File: src/rtl/imm_gen_pipe_if.sv
// Valid/ready bus of the immediate generator: instruction in, decoded immediate out.
// The slave side is the generator; the master side is whoever feeds and drains it.
interface imm_gen_pipe_if #(
    parameter int XLEN = 32
);
    logic            in_valid;
    logic            in_ready;
    logic [31:0]     in_instr;
    logic            out_valid;
    logic            out_ready;
    logic [XLEN-1:0] out_imm;
    logic [2:0]      out_fmt;
    logic            out_illegal;
    logic [7:0]      err_cnt;

    modport master (
        output in_valid, in_instr, out_ready,
        input  in_ready, out_valid, out_imm, out_fmt, out_illegal, err_cnt
    );

    modport slave (
        input  in_valid, in_instr, out_ready,
        output in_ready, out_valid, out_imm, out_fmt, out_illegal, err_cnt
    );
endinterface

File: src/rtl/imm_gen_pipe.sv
// Registered RV32I/RV64I immediate generator behind a single-entry valid/ready stage.
// EN_RV64=1 is only meaningful together with XLEN=64.
module imm_gen_pipe #(
    parameter int XLEN    = 32,
    parameter bit EN_RV64 = 1'b0
) (
    input logic           clk,
    input logic           rst_n,
    imm_gen_pipe_if.slave bus
);
    localparam logic [6:0] OPC_OP_IMM   = 7'b0010011;
    localparam logic [6:0] OPC_OP_IMM32 = 7'b0011011;
    localparam logic [6:0] OPC_LOAD     = 7'b0000011;
    localparam logic [6:0] OPC_JALR     = 7'b1100111;
    localparam logic [6:0] OPC_STORE    = 7'b0100011;
    localparam logic [6:0] OPC_BRANCH   = 7'b1100011;
    localparam logic [6:0] OPC_LUI      = 7'b0110111;
    localparam logic [6:0] OPC_AUIPC    = 7'b0010111;
    localparam logic [6:0] OPC_JAL      = 7'b1101111;
    localparam logic [6:0] OPC_SYSTEM   = 7'b1110011;
    localparam logic [6:0] OPC_OP       = 7'b0110011;
    localparam logic [6:0] OPC_OP32     = 7'b0111011;

    typedef enum logic [2:0] {
        FMT_NONE  = 3'd0,
        FMT_I     = 3'd1,
        FMT_S     = 3'd2,
        FMT_B     = 3'd3,
        FMT_U     = 3'd4,
        FMT_J     = 3'd5,
        FMT_SHAMT = 3'd6,
        FMT_ZIMM  = 3'd7
    } fmt_e;

    logic [31:0]     instr_s;
    logic [6:0]      opcode_s;
    logic [2:0]      funct3_s;
    logic [31:0]     imm32_s;
    logic [XLEN-1:0] imm_s;
    fmt_e            fmt_s;
    logic            illegal_s;
    logic            in_ready_s;
    logic            accept_s;

    logic            valid_q,   valid_d;
    logic [XLEN-1:0] imm_q,     imm_d;
    fmt_e            fmt_q,     fmt_d;
    logic            illegal_q, illegal_d;
    logic [7:0]      err_q,     err_d;

    assign instr_s  = bus.in_instr;
    assign opcode_s = instr_s[6:0];
    assign funct3_s = instr_s[14:12];

    // Opcode decode to a 32-bit immediate; shamt/zimm keep bit 31 clear so one sign extension serves all formats.
    always_comb begin
        imm32_s   = 32'd0;
        fmt_s     = FMT_NONE;
        illegal_s = 1'b0;
        case (opcode_s)
            OPC_OP_IMM: begin
                if (funct3_s == 3'b001 || funct3_s == 3'b101) begin
                    fmt_s   = FMT_SHAMT;
                    imm32_s = EN_RV64 ? {26'd0, instr_s[25:20]} : {27'd0, instr_s[24:20]};
                end else begin
                    fmt_s   = FMT_I;
                    imm32_s = {{20{instr_s[31]}}, instr_s[31:20]};
                end
            end
            OPC_OP_IMM32: begin
                if (!EN_RV64) begin
                    illegal_s = 1'b1;
                end else if (funct3_s == 3'b001 || funct3_s == 3'b101) begin
                    fmt_s   = FMT_SHAMT;
                    imm32_s = {27'd0, instr_s[24:20]};
                end else begin
                    fmt_s   = FMT_I;
                    imm32_s = {{20{instr_s[31]}}, instr_s[31:20]};
                end
            end
            OPC_LOAD, OPC_JALR: begin
                fmt_s   = FMT_I;
                imm32_s = {{20{instr_s[31]}}, instr_s[31:20]};
            end
            OPC_STORE: begin
                fmt_s   = FMT_S;
                imm32_s = {{20{instr_s[31]}}, instr_s[31:25], instr_s[11:7]};
            end
            OPC_BRANCH: begin
                fmt_s   = FMT_B;
                imm32_s = {{19{instr_s[31]}}, instr_s[31], instr_s[7], instr_s[30:25],
                           instr_s[11:8], 1'b0};
            end
            OPC_LUI, OPC_AUIPC: begin
                fmt_s   = FMT_U;
                imm32_s = {instr_s[31:12], 12'd0};
            end
            OPC_JAL: begin
                fmt_s   = FMT_J;
                imm32_s = {{11{instr_s[31]}}, instr_s[31], instr_s[19:12], instr_s[20],
                           instr_s[30:21], 1'b0};
            end
            OPC_SYSTEM: begin
                if (funct3_s[2]) begin
                    fmt_s   = FMT_ZIMM;
                    imm32_s = {27'd0, instr_s[19:15]};
                end else begin
                    fmt_s   = FMT_NONE;
                end
            end
            OPC_OP: begin
                fmt_s = FMT_NONE;
            end
            OPC_OP32: begin
                illegal_s = ~EN_RV64;
            end
            default: begin
                illegal_s = 1'b1;
            end
        endcase
        imm_s = XLEN'(signed'(imm32_s));
    end

    assign in_ready_s = ~valid_q | bus.out_ready;
    assign accept_s   = bus.in_valid & in_ready_s;

    // Next state of the output stage: load on accept, drop after transfer, otherwise hold.
    always_comb begin
        valid_d   = valid_q;
        imm_d     = imm_q;
        fmt_d     = fmt_q;
        illegal_d = illegal_q;
        err_d     = err_q;
        if (accept_s) begin
            valid_d   = 1'b1;
            imm_d     = imm_s;
            fmt_d     = fmt_s;
            illegal_d = illegal_s;
            if (illegal_s && err_q != 8'hFF) begin
                err_d = err_q + 8'd1;
            end else begin
                err_d = err_q;
            end
        end else if (bus.out_ready) begin
            valid_d = 1'b0;
        end else begin
            valid_d = valid_q;
        end
    end

    // Output stage registers.
    always_ff @(posedge clk or negedge rst_n) begin
        if (!rst_n) begin
            valid_q   <= 1'b0;
            imm_q     <= '0;
            fmt_q     <= FMT_NONE;
            illegal_q <= 1'b0;
            err_q     <= 8'd0;
        end else begin
            valid_q   <= valid_d;
            imm_q     <= imm_d;
            fmt_q     <= fmt_d;
            illegal_q <= illegal_d;
            err_q     <= err_d;
        end
    end

    assign bus.in_ready    = in_ready_s;
    assign bus.out_valid   = valid_q;
    assign bus.out_imm     = imm_q;
    assign bus.out_fmt     = fmt_q;
    assign bus.out_illegal = illegal_q;
    assign bus.err_cnt     = err_q;
endmodule

File: src/flat_wrapper.sv
// flat-port wrapper written by rule: the top's interface ports become plain ports
module imm_gen_pipe_flat 
#(
    parameter int XLEN    = 32,
    parameter bit EN_RV64 = 1'b0
)
  (clk, rst_n, bus_in_valid, bus_in_instr, bus_out_ready, bus_in_ready, bus_out_valid, bus_out_imm, bus_out_fmt, bus_out_illegal, bus_err_cnt);
  imm_gen_pipe_if #(.XLEN(XLEN)) bus_i ();
  input logic clk;
  input logic rst_n;
  input wire logic [$bits(bus_i.in_valid)-1:0] bus_in_valid;
  input wire logic [$bits(bus_i.in_instr)-1:0] bus_in_instr;
  input wire logic [$bits(bus_i.out_ready)-1:0] bus_out_ready;
  output wire logic [$bits(bus_i.in_ready)-1:0] bus_in_ready;
  output wire logic [$bits(bus_i.out_valid)-1:0] bus_out_valid;
  output wire logic [$bits(bus_i.out_imm)-1:0] bus_out_imm;
  output wire logic [$bits(bus_i.out_fmt)-1:0] bus_out_fmt;
  output wire logic [$bits(bus_i.out_illegal)-1:0] bus_out_illegal;
  output wire logic [$bits(bus_i.err_cnt)-1:0] bus_err_cnt;
  assign bus_i.in_valid = bus_in_valid;
  assign bus_i.in_instr = bus_in_instr;
  assign bus_i.out_ready = bus_out_ready;
  assign bus_in_ready = bus_i.in_ready;
  assign bus_out_valid = bus_i.out_valid;
  assign bus_out_imm = bus_i.out_imm;
  assign bus_out_fmt = bus_i.out_fmt;
  assign bus_out_illegal = bus_i.out_illegal;
  assign bus_err_cnt = bus_i.err_cnt;
  imm_gen_pipe #(.XLEN(XLEN), .EN_RV64(EN_RV64)) u_core (.clk(clk), .rst_n(rst_n), .bus(bus_i));
endmodule
File: config.mk
export PLATFORM = sky130hd
export DESIGN_NAME = imm_gen_pipe_flat
export DESIGN_NICKNAME = d
export VERILOG_FILES = /design/src/rtl/imm_gen_pipe_if.sv /design/src/rtl/imm_gen_pipe.sv /design/src/flat_wrapper.sv
export SDC_FILE = /design/constraint.sdc
export NUM_CORES = 1
export LEC_CHECK = 0
export ABC_AREA = 0
export CAP_MARGIN = 15
export CORE_ASPECT_RATIO = 2
export CORE_MARGIN = 2
export CORE_UTILIZATION = 62
export DETAILED_ROUTE_END_ITERATION = 6
export DONT_BUFFER_PORTS = 1
export PLACE_DENSITY = 0.81
export SYNTH_ARGS = -nofsm -noshare
export SYNTH_HDL_FRONTEND = slang
export SYNTH_SLANG_ARGS = --single-unit
File: constraint.sdc
create_clock -name clk -period 1.9 [get_ports clk]
set_input_delay 0.475 -clock clk [delete_from_list [all_inputs] [get_ports clk]]
set_output_delay 0.475 -clock clk [all_outputs]
set_load 0.005 [all_outputs]
==> metrics.yaml <==
cts_setup_buffers: 0
grt-ovfl-total: 0
grt.total_usage_pct: 29.1
postPlaceCellArea_mm2: 0.00241
core_region_area_mm2: 0.00357
p_leak_nw: 1.15
cts-root-buf: "clkbuf_8"
synthMostInstantiatedCell: "dfrtp_1"
fin_crit_sh_pct: 90.6
relSlewSlack_pct: 72.5
detail_route.drc_violations: 0
p_clk_share_pct: 33.5
start_kind: "flip-flop"
hp-class: "in -> async"
slew_viol_final: 0
gp_congestion: 0.934
met1_length_um: 1860
syn_nets: 253
numCtsBuffers: 5
clockBufferDepth: 2
dp_hpwl_um: 4480
die_width_um: 47.0
finalNetCount: 261
num_rows: 31
num_vias: 1879
path_clk_slew_ns: 0.08
seqPwrFrac_pct: 52.5
switching_share_pct: 27.0
async_flop_share_pct: 100
fin_worst_skew_ns: 0.00412
cts_tree: "done"
antenna_found_initial: 0
dp.cells: 265
cp_slowest_cell: "dfrtp_1"
ctsResizeCount: 0
grt_pass1_vias: 1896
n_antenna_cell: 0
h-tree-depth: 2
critPathLaunch: "u_core.bus.out_valid"
ys.flop_type: "dfrtp_1"
firstDrtPassIters: 4
run_status: "completed"
arrival_ns: 1.90
ir_worst_vdd_v: 0.000661
yosysTopAreaCell: "dfrtp_1"
die_h_um: 90.0
hold_violations: 0
r2r_start: "u_core.bus.out_valid"
grt_pass1_wl_um: 8910
path_cells: "nand2b_1, nand2_1, buf_4, nor2_1, buf_4, a221o_1"
synth.area.top_cells: "dfrtp_1 (49%), a221o_1 (8.7%), nand2_1 (3.9%)"
setup_violations: 0
synthesis.area_mm2: 0.00229
end_kind: "flip-flop"
max_stage_delay_ns: 0.45
met2_length_um: 3150
power_frac_comb_pct: 14.0
ys_ff_latch: 45
synth_top_cell_area_share_pct: 49.1
via_per_inst: 6.86
wl_met3_um: 371
hold_slack_ns: 0.0121
finalNonFillerCells: 274
p_switching_uw: 597
fmax_ghz: 0.581
design_area_mm2: 0.00255
synth.distinct_cells: 47
syn2layout_area_growth_pct: 11.4
synthesis.instances: 216
crit_top_cell: "buf_4"
highest_layer: "met4"
yosysSeqAreaShare_pct: 49.1
wire_per_inst_um: 20.6
powerDensity_mw_per_mm2: 867
synthTopCellsByCount: "dfrtp_1 (45), nand2_1 (24), a221o_1 (20), a21oi_1 (16)"
cap_violations: 0
grt_max_degree: 46
utilization_pct: 71.6
drtIter0Drc: 64
io_buffers: 0
synth_edf_count: 0
p_int_mw: 1.62
critPathMaxFanout: 17
ant_nets: 0
worst_pin_slew_ns: 0.408
rsz0062_at_grt: "no"
dieArea_mm2: 0.00423
syn_area_per_cell_um2: 10.6
ios: 82
initial_core_util_pct: 64.3
min_period_ns: 1.72
ys_warn_count: 0
insertion_delay_ns: 0.29
ctsHoldBuffers: 1
path_class: "reg -> reg"
clkSinkCount: 45
drive_gt1_share_pct: 16.0
drt-total-wl_um: 5650
required_ns: 2.08
[layer usage]
layer	vias up	track usage (%)
met4	0	16.4
met2	98	49.0
met3	22	6.43
met1	927	30.7
li1	832	-
met5	-	0
[registers in the layout (all words and copies together), names as in the netlist]
name,count
u_core.bus.out_imm,32
u_core.bus.err_cnt,8
u_core.bus.out_fmt,3
u_core.bus.out_illegal,1
u_core.bus.out_valid,1
[cells in the final DEF (no fill, tap or decap), drive strengths merged, types with 2 or more instances in the layout]
| master | Yosys | routed |
|---|---|---|
| clkbuf | 7 | 6 |
| nand2b | 3 | 3 |
| buf | 4 | 12 |
| nand3 | 4 | 4 |
| or2 | 5 | 5 |
| a2bb2oi | 4 | 4 |
| a31oi | 8 | 8 |
| inv | 5 | 5 |
| o21ai | 7 | 7 |
| a21o | 3 | 3 |
| a221o | 20 | 20 |
| a32o | 2 | 2 |
| and2 | 5 | 5 |
| and3 | 3 | 3 |
| xnor2 | 4 | 4 |
| mux2 | 2 | 2 |
| a22o | 2 | 2 |
| nor2b | 5 | 5 |
| a21oi | 17 | 17 |
| nor3 | 7 | 7 |
| dfrtp | 45 | 45 |
| nor2 | 9 | 9 |
| nand4 | 5 | 5 |
| nand2 | 24 | 24 |
[area by class of cell]
cell class / instances / area [um^2]
Clock buffer: 6 / 82.6
Clock inverter: 2 / 37.5
Fill cell: 269 / 1010
Inverter: 5 / 18.8
Multi-Input combinational cell: 155 / 1110
Sequential cell: 45 / 1130
Tap cell: 49 / 61.3
Timing Repair Buffer: 12 / 115
[path summary, 6_finish.rpt]
kind / end / slack, ns / depth (start not counted)
worst max-delay path: u_core.bus.out_imm[29] / 0.18 / 6
worst min-delay path: u_core.bus.err_cnt[3] / 0.01 / 1
worst max register to register: u_core.bus.out_imm[29] / 0.18 / 6
worst min register to register: u_core.bus.out_fmt[0] / 0.52 / 1
max in group asynchronous: u_core.bus.out_imm[29] / 1.67 / 1
min in group clk: u_core.bus.out_imm[9] / 0.30 / 2
[critical path: cells and delay by family (launching register included)]
family          cells  cell delay [ns]
flops               1             0.45
buf+inv             2             0.43
simple gates        3             0.42
compound gates      1             0.30
[metrics by stage]
| stage | setup WS, ns | TNS, ns | total power [mW] |
|---|---|---|---|
| floorplan | 0.00256 | 0 | 1.39 |
| finish | 0.178 | 0 | 2.21 |
| CTS | 0.148 | 0 | 2.22 |
| global placement | -0.0358 | -0.281 | 1.45 |
| detailed placement | -0.0975 | -1.10 | 1.47 |
| global route | 0.0703 | 0 | 2.33 |
[power by group through the flow]
stage | sequential, mW | clock, mW | combinational (mW)
floorplan | 1.15 | 0 | 0.235
global placement | 1.18 | 0 | 0.272
detailed placement | 1.18 | 0 | 0.290
global route | 1.18 | 0.794 | 0.347
finish | 1.16 | 0.741 | 0.310
CTS | 1.16 | 0.744 | 0.314
[cells by family (layout without fill, tap and decap cells)]
logic type / after synthesis / after routing / share of synthesized area (%)
simple gates: 76 / 76 / 19.4
compound gates: 71 / 71 / 25.0
flops: 45 / 45 / 49.1
buf+inv: 16 / 25 / 3.11
xor+xnor: 5 / 5 / 1.91
mux: 2 / 2 / 0.982
fa+ha+maj: 1 / 1 / 0.545
(Power assumes the default switching activity.)
